[src/rtl/hazard_ctrl_if.sv]
// Signal bundle between the pipeline datapath and the hazard/stall controller.
// The controller connects through the slave modport, the pipeline through master.
interface hazard_ctrl_if #(
    parameter int CNT_W = 32
);
    logic [4:0]       d_srca;
    logic [4:0]       d_srcb;
    logic             d_branch;
    logic [4:0]       e_writereg;
    logic             e_regwrite;
    logic             e_memtoreg;
    logic             e_muldiv;
    logic             e_is_div;
    logic [4:0]       m_writereg;
    logic             m_memtoreg;
    logic             i_req;
    logic             i_ack;
    logic             d_req;
    logic             d_ack;

    logic             stallF;
    logic             stallD;
    logic             stallE;
    logic             stallM;
    logic             flushD;
    logic             flushE;
    logic             flushW;
    logic             muldiv_busy;
    logic             muldiv_done;
    logic [CNT_W-1:0] stall_cycles;

    modport master (
        output d_srca, d_srcb, d_branch, e_writereg, e_regwrite, e_memtoreg,
               e_muldiv, e_is_div, m_writereg, m_memtoreg, i_req, i_ack,
               d_req, d_ack,
        input  stallF, stallD, stallE, stallM, flushD, flushE, flushW,
               muldiv_busy, muldiv_done, stall_cycles
    );

    modport slave (
        input  d_srca, d_srcb, d_branch, e_writereg, e_regwrite, e_memtoreg,
               e_muldiv, e_is_div, m_writereg, m_memtoreg, i_req, i_ack,
               d_req, d_ack,
        output stallF, stallD, stallE, stallM, flushD, flushE, flushW,
               muldiv_busy, muldiv_done, stall_cycles
    );
endinterface

[src/rtl/hazard_ctrl.sv]
// Pipeline hazard/stall controller: load-use, decode-stage branch operands,
// multi-cycle mul/div occupancy and memory waits, plus a saturating stall counter.
module hazard_ctrl #(
    parameter int MULT_CYCLES = 2,
    parameter int DIV_CYCLES  = 32,
    parameter int CNT_W       = 32
) (
    input  logic         clk,
    input  logic         resetn,
    hazard_ctrl_if.slave hz
);
    localparam int MAX_N = (DIV_CYCLES > MULT_CYCLES) ? DIV_CYCLES : MULT_CYCLES;
    localparam int CW    = (MAX_N > 1) ? $clog2(MAX_N) : 1;
    localparam logic [CW-1:0] DIV_LD  = CW'(DIV_CYCLES - 1);
    localparam logic [CW-1:0] MULT_LD = CW'(MULT_CYCLES - 1);

    typedef enum logic [1:0] {
        S_IDLE,
        S_BUSY,
        S_DONE
    } state_t;

    state_t           state, state_n;
    logic [CW-1:0]    cnt, cnt_n;
    logic [CW-1:0]    ld_val;
    logic [CNT_W-1:0] stall_cnt;

    logic dwait, iwait, lwstall, brstall, mdstall;
    logic e_hit, m_hit;
    logic stall_f, stall_d, stall_e, stall_m, flush_d, flush_e, flush_w;

    // Register 0 is hardwired, so a write to it never creates a dependency.
    assign e_hit = (hz.e_writereg != 5'd0) &&
                   ((hz.e_writereg == hz.d_srca) || (hz.e_writereg == hz.d_srcb));
    assign m_hit = (hz.m_writereg != 5'd0) &&
                   ((hz.m_writereg == hz.d_srca) || (hz.m_writereg == hz.d_srcb));

    assign dwait   = hz.d_req & ~hz.d_ack;
    assign iwait   = hz.i_req & ~hz.i_ack;
    assign lwstall = hz.e_memtoreg & hz.e_regwrite & e_hit;
    assign brstall = hz.d_branch & ((hz.e_regwrite & e_hit) | (hz.m_memtoreg & m_hit));
    assign mdstall = ((state == S_IDLE) & hz.e_muldiv) | (state == S_BUSY);
    assign ld_val  = hz.e_is_div ? DIV_LD : MULT_LD;

    always_ff @(posedge clk) begin
        if (!resetn) begin
            state <= S_IDLE;
            cnt   <= '0;
        end else begin
            state <= state_n;
            cnt   <= cnt_n;
        end
    end

    // The IDLE start cycle already stalls, so BUSY lasts N-1 cycles and the
    // done pulse lands N+1 cycles after the op entered E; N=1 skips BUSY.
    always_comb begin
        state_n = state;
        cnt_n   = cnt;
        unique case (state)
            S_IDLE: begin
                if (hz.e_muldiv && !dwait) begin
                    cnt_n   = ld_val;
                    state_n = (ld_val == '0) ? S_DONE : S_BUSY;
                end
            end
            S_BUSY: begin
                if (!dwait) begin
                    cnt_n = cnt - 1'b1;
                    if (cnt <= CW'(1)) begin
                        state_n = S_DONE;
                    end
                end
            end
            S_DONE:  state_n = S_IDLE;
            default: state_n = S_IDLE;
        endcase
    end

    always_comb begin
        stall_f = 1'b0;
        stall_d = 1'b0;
        stall_e = 1'b0;
        stall_m = 1'b0;
        flush_d = 1'b0;
        flush_e = 1'b0;
        flush_w = 1'b0;
        if (dwait) begin
            stall_f = 1'b1;
            stall_d = 1'b1;
            stall_e = 1'b1;
            stall_m = 1'b1;
            flush_w = 1'b1;
        end else if (mdstall) begin
            stall_f = 1'b1;
            stall_d = 1'b1;
            stall_e = 1'b1;
        end else if (lwstall || brstall) begin
            stall_f = 1'b1;
            stall_d = 1'b1;
            flush_e = 1'b1;
        end else if (iwait) begin
            stall_f = 1'b1;
            flush_d = 1'b1;
        end
        if (iwait) begin
            stall_f = 1'b1;
        end

        hz.stallF       = resetn & stall_f;
        hz.stallD       = resetn & stall_d;
        hz.stallE       = resetn & stall_e;
        hz.stallM       = resetn & stall_m;
        hz.flushD       = resetn & flush_d;
        hz.flushE       = resetn & flush_e;
        hz.flushW       = resetn & flush_w;
        hz.muldiv_busy  = resetn & (state == S_BUSY);
        hz.muldiv_done  = resetn & (state == S_DONE);
        hz.stall_cycles = resetn ? stall_cnt : '0;
    end

    always_ff @(posedge clk) begin
        if (!resetn) begin
            stall_cnt <= '0;
        end else if (stall_f && (stall_cnt != '1)) begin
            stall_cnt <= stall_cnt + 1'b1;
        end
    end
endmodule

[src/flat_wrapper.sv]
// flat-port wrapper written by rule: the top's interface ports become plain ports
module hazard_ctrl_flat 
#(
    parameter int MULT_CYCLES = 2,
    parameter int DIV_CYCLES  = 32,
    parameter int CNT_W       = 32
)
  (clk, resetn, hz_d_srca, hz_d_srcb, hz_d_branch, hz_e_writereg, hz_e_regwrite, hz_e_memtoreg, hz_e_muldiv, hz_e_is_div, hz_m_writereg, hz_m_memtoreg, hz_i_req, hz_i_ack, hz_d_req, hz_d_ack, hz_stallF, hz_stallD, hz_stallE, hz_stallM, hz_flushD, hz_flushE, hz_flushW, hz_muldiv_busy, hz_muldiv_done, hz_stall_cycles);
  hazard_ctrl_if #(.CNT_W(CNT_W)) hz_i ();
  input  logic clk;
  input  logic resetn;
  input wire logic [$bits(hz_i.d_srca)-1:0] hz_d_srca;
  input wire logic [$bits(hz_i.d_srcb)-1:0] hz_d_srcb;
  input wire logic [$bits(hz_i.d_branch)-1:0] hz_d_branch;
  input wire logic [$bits(hz_i.e_writereg)-1:0] hz_e_writereg;
  input wire logic [$bits(hz_i.e_regwrite)-1:0] hz_e_regwrite;
  input wire logic [$bits(hz_i.e_memtoreg)-1:0] hz_e_memtoreg;
  input wire logic [$bits(hz_i.e_muldiv)-1:0] hz_e_muldiv;
  input wire logic [$bits(hz_i.e_is_div)-1:0] hz_e_is_div;
  input wire logic [$bits(hz_i.m_writereg)-1:0] hz_m_writereg;
  input wire logic [$bits(hz_i.m_memtoreg)-1:0] hz_m_memtoreg;
  input wire logic [$bits(hz_i.i_req)-1:0] hz_i_req;
  input wire logic [$bits(hz_i.i_ack)-1:0] hz_i_ack;
  input wire logic [$bits(hz_i.d_req)-1:0] hz_d_req;
  input wire logic [$bits(hz_i.d_ack)-1:0] hz_d_ack;
  output wire logic [$bits(hz_i.stallF)-1:0] hz_stallF;
  output wire logic [$bits(hz_i.stallD)-1:0] hz_stallD;
  output wire logic [$bits(hz_i.stallE)-1:0] hz_stallE;
  output wire logic [$bits(hz_i.stallM)-1:0] hz_stallM;
  output wire logic [$bits(hz_i.flushD)-1:0] hz_flushD;
  output wire logic [$bits(hz_i.flushE)-1:0] hz_flushE;
  output wire logic [$bits(hz_i.flushW)-1:0] hz_flushW;
  output wire logic [$bits(hz_i.muldiv_busy)-1:0] hz_muldiv_busy;
  output wire logic [$bits(hz_i.muldiv_done)-1:0] hz_muldiv_done;
  output wire logic [$bits(hz_i.stall_cycles)-1:0] hz_stall_cycles;
  assign hz_i.d_srca = hz_d_srca;
  assign hz_i.d_srcb = hz_d_srcb;
  assign hz_i.d_branch = hz_d_branch;
  assign hz_i.e_writereg = hz_e_writereg;
  assign hz_i.e_regwrite = hz_e_regwrite;
  assign hz_i.e_memtoreg = hz_e_memtoreg;
  assign hz_i.e_muldiv = hz_e_muldiv;
  assign hz_i.e_is_div = hz_e_is_div;
  assign hz_i.m_writereg = hz_m_writereg;
  assign hz_i.m_memtoreg = hz_m_memtoreg;
  assign hz_i.i_req = hz_i_req;
  assign hz_i.i_ack = hz_i_ack;
  assign hz_i.d_req = hz_d_req;
  assign hz_i.d_ack = hz_d_ack;
  assign hz_stallF = hz_i.stallF;
  assign hz_stallD = hz_i.stallD;
  assign hz_stallE = hz_i.stallE;
  assign hz_stallM = hz_i.stallM;
  assign hz_flushD = hz_i.flushD;
  assign hz_flushE = hz_i.flushE;
  assign hz_flushW = hz_i.flushW;
  assign hz_muldiv_busy = hz_i.muldiv_busy;
  assign hz_muldiv_done = hz_i.muldiv_done;
  assign hz_stall_cycles = hz_i.stall_cycles;
  hazard_ctrl #(.MULT_CYCLES(MULT_CYCLES), .DIV_CYCLES(DIV_CYCLES), .CNT_W(CNT_W)) u_core (.clk(clk), .resetn(resetn), .hz(hz_i));
endmodule
[config.mk]
export PLATFORM = sky130hd
export DESIGN_NAME = hazard_ctrl_flat
export DESIGN_NICKNAME = d
export VERILOG_FILES = /design/src/rtl/hazard_ctrl_if.sv /design/src/rtl/hazard_ctrl.sv /design/src/flat_wrapper.sv
export SDC_FILE = /design/constraint.sdc
export NUM_CORES = 1
export LEC_CHECK = 0
export CAP_MARGIN = 10
export CORE_ASPECT_RATIO = 1.75
export CORE_MARGIN = 2
export CORE_UTILIZATION = 28
export CTS_CLUSTER_DIAMETER = 100
export CTS_CLUSTER_SIZE = 12
export DETAILED_ROUTE_END_ITERATION = 12
export GPL_ROUTABILITY_DRIVEN = 0
export PLACE_DENSITY = 0.49
export SLEW_MARGIN = 0
export SYNTH_ARGS = -nofsm -noshare
export SYNTH_HDL_FRONTEND = slang
export SYNTH_SLANG_ARGS = --single-unit
export TNS_END_PERCENT = 10
[constraint.sdc]
create_clock -name clk -period 4.3 [get_ports clk]
set_input_delay 1.29 -clock clk [delete_from_list [all_inputs] [get_ports clk]]
set_output_delay 1.29 -clock clk [all_outputs]
set_load 0.02 [all_outputs]
[Word-level counts from Yosys, hierarchy flattened]
Cells that the tools add are included.
Storage, ports and cells
  output and inout bits: 41
  logic and storage cells: 74
  register bits after elaboration: 39
Operators by class
  equality and inequality tests: 10
  reductions and logical operators: 15
  multiplexer cells: 23
  $add $sub $neg: 2
  order comparisons: 1
  bitwise operators: 20
Operator list (count)
  adder 32 x 1 -> 32 bit, second input constant: 1
  2-to-1 mux 32 bit: 1
  != test 32 bit, second input constant: 1
  equality test 5 bit: 4
  AND 1 bit: 16
  2-to-1 mux 5 bit: 3
  2-to-1 mux 1 bit: 13
  case mux 5 bit (2 select lines): 1
  nonzero test 5 bit: 2
  2-to-1 mux 2 bit: 4
  != test 2 bit, second input constant: 3
  AND reduction 3 bit: 2
  less-or-equal comparator 5 x 1 -> 1 bit, second input constant: 1
  logical NOT 5 bit: 1
  subtractor 5 x 1 -> 5 bit, second input constant: 1
  logical AND 1 bit: 4
  case mux 2 bit (2 select lines): 1
  logical OR 1 bit: 3
  equality test 2 x 1 -> 1 bit, second input constant: 1
  equality test 2 bit, second input constant: 1
  logical NOT 2 bit: 1
  NOT 1 bit: 2
  bitwise OR 1 bit: 2
  nonzero test 2 bit: 1
  logical NOT 1 bit: 1

[Depth between registers and ports, before layout]
  word-level depth: 12
  mapped depth: 9
  gate-level depth less buffers: 8

[Worst setup path after synthesis]
Ideal clock, no wire load.
  path kind: input port to output port
  from: input hz_e_writereg[0]
  to: output hz_stallF
  arrival time: 2.759 ns
  path buffers: 2
  path slack: 0.251 ns
  stages on the path: 7
  path through: or4_1 -> o221ai_1 -> o22ai_1 -> nor3_2 -> buf_2 -> buf_4 -> nor2_1
Between the ends
  cells in the longest elaborated chain, start to end: 12
  elaborated cells between the ends (all ways): 15
  those cells by class: eq/ne (2); mux (4); bitwise (5); reduce/logical (4)
Ends and longest elaborated chain
  start, declared: line flat_wrapper.sv:15  | input wire logic [$bits(hz_i.e_writereg)-1:0] hz_e_writereg;
  equality test 5 bit: line hazard_ctrl.sv:34  | ((hz.e_writereg == hz.d_srca) || (hz.e_writereg == hz.d_srcb));
  logical OR 1 bit: line hazard_ctrl.sv:34
  logical AND 1 bit *: line hazard_ctrl.sv:33  | assign e_hit = (hz.e_writereg != 5'd0) &&
  AND 1 bit: line hazard_ctrl.sv:41  | assign brstall = hz.d_branch & ((hz.e_regwrite & e_hit) | (hz.m_memtoreg & m_hit));
  bitwise OR 1 bit: line hazard_ctrl.sv:41
  AND 1 bit: line hazard_ctrl.sv:41
  logical OR 1 bit *: line hazard_ctrl.sv:98  | end else if (lwstall || brstall) begin
  2-to-1 mux 1 bit *: line hazard_ctrl.sv:98
  2-to-1 mux 1 bit *: line hazard_ctrl.sv:94  | end else if (mdstall) begin
  2-to-1 mux 1 bit *: line hazard_ctrl.sv:88  | if (dwait) begin
  2-to-1 mux 1 bit *: line hazard_ctrl.sv:106  | if (iwait) begin
  AND 1 bit *: line hazard_ctrl.sv:110  | hz.stallF = resetn & stall_f;
  end, declared: line flat_wrapper.sv:26  | output wire logic [$bits(hz_i.stallF)-1:0] hz_stallF;
Every way passes the cells marked *; elsewhere a longest branch is shown, timed or not.

[Worst setup path after layout]
  from: input hz_m_writereg[0]
  to: output hz_flushD
Between the ends
  cells in the longest elaborated chain, start to end: 11
  elaborated cells between the ends (all ways): 13
  those cells by class: eq/ne (2); mux (3); bitwise (4); reduce/logical (4)
Ends and longest elaborated chain
  start, declared: line flat_wrapper.sv:20  | input wire logic [$bits(hz_i.m_writereg)-1:0] hz_m_writereg;
  equality test 5 bit: line hazard_ctrl.sv:36  | ((hz.m_writereg == hz.d_srca) || (hz.m_writereg == hz.d_srcb));
  logical OR 1 bit: line hazard_ctrl.sv:36
  logical AND 1 bit *: line hazard_ctrl.sv:35  | assign m_hit = (hz.m_writereg != 5'd0) &&
  AND 1 bit *: line hazard_ctrl.sv:41
  bitwise OR 1 bit *: line hazard_ctrl.sv:41
  AND 1 bit *: line hazard_ctrl.sv:41
  logical OR 1 bit *: line hazard_ctrl.sv:98
  2-to-1 mux 1 bit *: line hazard_ctrl.sv:98
  2-to-1 mux 1 bit *: line hazard_ctrl.sv:94
  2-to-1 mux 1 bit *: line hazard_ctrl.sv:88
  AND 1 bit *: line hazard_ctrl.sv:114  | hz.flushD = resetn & flush_d;
  end, declared: line flat_wrapper.sv:30  | output wire logic [$bits(hz_i.flushD)-1:0] hz_flushD;
Marks and branches as above.

==> impl_metrics.py <==
metrics = {
    "outcome": {
        "status": "finished clean",
    },
    "detailed_routing": {
        "routed_via_density": 5.06,
        "wirelength_mm": 7.79,
        "drtIter0Drc": 86,
        "ant_nets": 0,
        "drtPass1Iterations": 5,
        "remaining_drc_errors": 0,
        "drt-wirelength-per-cell_um": 14.7,
        "vias": 2683,
    },
    "clock_tree": {
        "hold_buffers": 0,
        "cts_sinks": 39,
        "htreeDepth": 2,
        "cts_buffers": 5,
        "clkTransAtPathRegs_ns": 0.06,
        "cts_buffer_depth": 2,
        "worstSkewPairLatency_ns": 0.29,
        "cts_root_buffer": "clkbuf_16",
        "cts_tree": "done",
    },
    "placement": {
        "portBuffers": 72,
        "dp_hpwl_mm": 5.89,
        "placed_area_sq_mm": 0.00352,
        "dpl.cell_count": 522,
        "dpl_worst_slack_ns": -0.646,
    },
    "pwr": {
        "p_leak_nw": 1.43,
        "p_per_area_mw_per_mm2": 279,
        "finalPower_mw": 1.05,
        "ir_drop_mv": 0.182,
    },
    "timing": {
        "layout_min_cycle_time_ns": 4.26,
        "fin_skew_ns": 0.00594,
        "setup_violations": 0,
        "timing.final.ws_setup_ns": 0.0387,
        "finalHoldViolations": 0,
        "finalCritPeriodShare_pct": 99.1,
        "slew_headroom_pct": 54.6,
        "tightestPinTransition_ns": 0.674,
        "fin_hold_ws_ns": 0.496,
        "setup_tns_ns": 0,
        "rsz0062_at_grt": "true",
        "maxSlewViolCount": 0,
        "fmax_mhz": 235,
    },
    "synthesis": {
        "synth.top_cells.by_area": "dfxtp_1, and2_1, xor2_1",
        "synth_area_sq_mm": 0.00260,
        "ys.warnings.count": 0,
        "avgSynthCellArea_sq_um": 7.84,
        "ys_ff_latch": 39,
        "synth_largest_area_cell": "dfxtp_1",
        "synth-main-ff-cell": "dfxtp_1",
        "syn-num-nets": 367,
        "synth_top_cell_area_share_pct": 30.0,
        "synth_seq_area_share_pct": 30.0,
        "synth-async-reset-ratio_pct": 0,
        "synth.distinct_cells": 43,
        "synth_edf_count": 0,
        "synth_cells": 332,
    },
    "min_path": {
        "hold_class": "flip-flop to flip-flop",
    },
    "critical_path": {
        "crit_type": "input port to output pin",
        "max_stage_delay_ns": 0.53,
        "cp-start-kind": "input port",
        "worstPathArrival_ns": 2.97,
        "worstSetupEndpointType": "output pin",
        "cp_slowest_cell": "or4_1",
        "crit_chain": "dlygate4sd2_1 -> or4_1 -> o211ai_1 -> o22ai_4 -> nor2_2 -> and3_1 -> buf_4",
        "critPathRequiredTime_ns": 3.01,
        "critPathMaxFanout": 3,
    },
    "die": {
        "fp.coreArea_sq_mm": 0.00904,
        "pin_count": 73,
        "die_y_um": 132,
        "die_area_sq_mm": 0.0101,
        "rows": 46,
        "start_util_pct": 28.8,
        "dieWidth_um": 76.9,
    },
    "layout": {
        "n_antenna_cell": 0,
        "syn_to_final_growth_pct": 44.3,
        "layout.cells.non_filler": 530,
        "n_fill_cell": 946,
        "fin_nets": 444,
        "post-route-util_pct": 41.5,
        "drive_above_1_share_pct": 12.2,
        "postLayoutCellArea_sq_mm": 0.00375,
    },
    "global_routing": {
        "overflow": 0,
        "first_global_vias": 2688,
        "grt_first_pass_wirelength_mm": 12.8,
        "antenna_found_initial": 0,
        "grt_usage_pct": 15.7,
        "grt_max_degree": 48,
    },
    "job": {
        "drv_cap": 0,
    },
}
cell families (layout without fill, tap and decap cells):
family	count (synthesis)	after routing	synth area share [%]
compound gates	54	54	12.1
xor+xnor	20	20	6.73
fa+ha+maj	3	3	1.44
buf+inv	22	100	4.04
flops	39	39	30.0
mux	16	16	8.18
simple gates	178	178	37.5
sequential cells by signal, summed over array words and instances (netlist names):
name,flops
u_core.cnt,5
u_core.stall_cnt,32
u_core.state,2
where the power goes:
part | switching, mW | internal [mW]
combinational | 0.0961 | 0.0821
sequential | 0.0116 | 0.372
clock | 0.152 | 0.333
total | 0.259 | 0.787
cell usage after synthesis, types with 4 or more instances:
master / number
nand3_1: 9
and2_1: 32
nand4_1: 10
o31ai_1: 5
and3_1: 6
dfxtp_1: 39
nand2b_1: 4
or3_1: 15
mux2_1: 6
o21ai_0: 9
nor2_1: 44
clkbuf_1: 10
xor2_1: 20
nor4b_1: 4
mux2_4: 9
nor4_1: 6
nand2_1: 20
a21oi_1: 21
inv_1: 5
or4_1: 5
o21ai_1: 8
nor3_1: 12
timing repair:
item                                    4_1_cts  5_1_grt
endpoints found under the setup margin        4        7
setup buffers                                 0        0
endpoints found under the hold margin         0        0
resized for setup                            27       10
pin swaps                                     5        4
placed cells by master, fill, tap and decap left out, types with 6 or more instances in the layout:
master           Yosys  layout
xor2_1              20      20
buf_4                3      15
dfxtp_1             39      39
nor3_1              12      10
and3_1               6       6
nand3_1              9       9
clkdlybuf4s50_1      0      59
nand2_1             20      20
nand4_1             10      10
mux2_4               9       9
or3_1               15      15
o21ai_0              9       9
o21ai_1              8       8
a21oi_1             21      21
nor2_1              44      42
and2_1              32      32
nor4_1               6       6
mux2_1               6       6
layout make-up:
type,count,area (sq um),share of cell area [%]
clock inverter,2,60.1,1.60
timing repair buffer,87,832,22.2
sequential,39,781,20.8
clock buffer,6,129,3.43
multi-input combinational,271,1780,47.5
inverter,5,18.8,0.500
tap,120,150,4.00
metal layers:
layer,wire length (um),global-route usage (%),up-vias
met3,269,2.68,12
li1,-,-,1339
met2,4380,31.0,65
met1,2960,15.6,1267
met5,0,0,-
met4,177,6.16,0
worst max-delay path, delay by kind of cell:
kind | cells | cell delay [ns]
AOI/OAI and AO/OA | 2 | 0.43
buffers and inverters | 2 | 0.40
and+or+nand+nor | 3 | 0.84
final timing paths:
path	start	end	slack [ns]	cells after the start
setup / recovery	hz_m_writereg[0]	hz_flushD	0.04	7
hold / removal	u_core.stall_cnt[10]$_SDFFE_PN0P_	u_core.stall_cnt[10]$_SDFFE_PN0P_	0.50	2
setup reg to reg	u_core.stall_cnt[0]$_SDFFE_PN0P_	u_core.stall_cnt[5]$_SDFFE_PN0P_	1.71	7
hold reg to reg	u_core.stall_cnt[10]$_SDFFE_PN0P_	u_core.stall_cnt[10]$_SDFFE_PN0P_	0.50	2
Power figures use the tool's default switching activity.
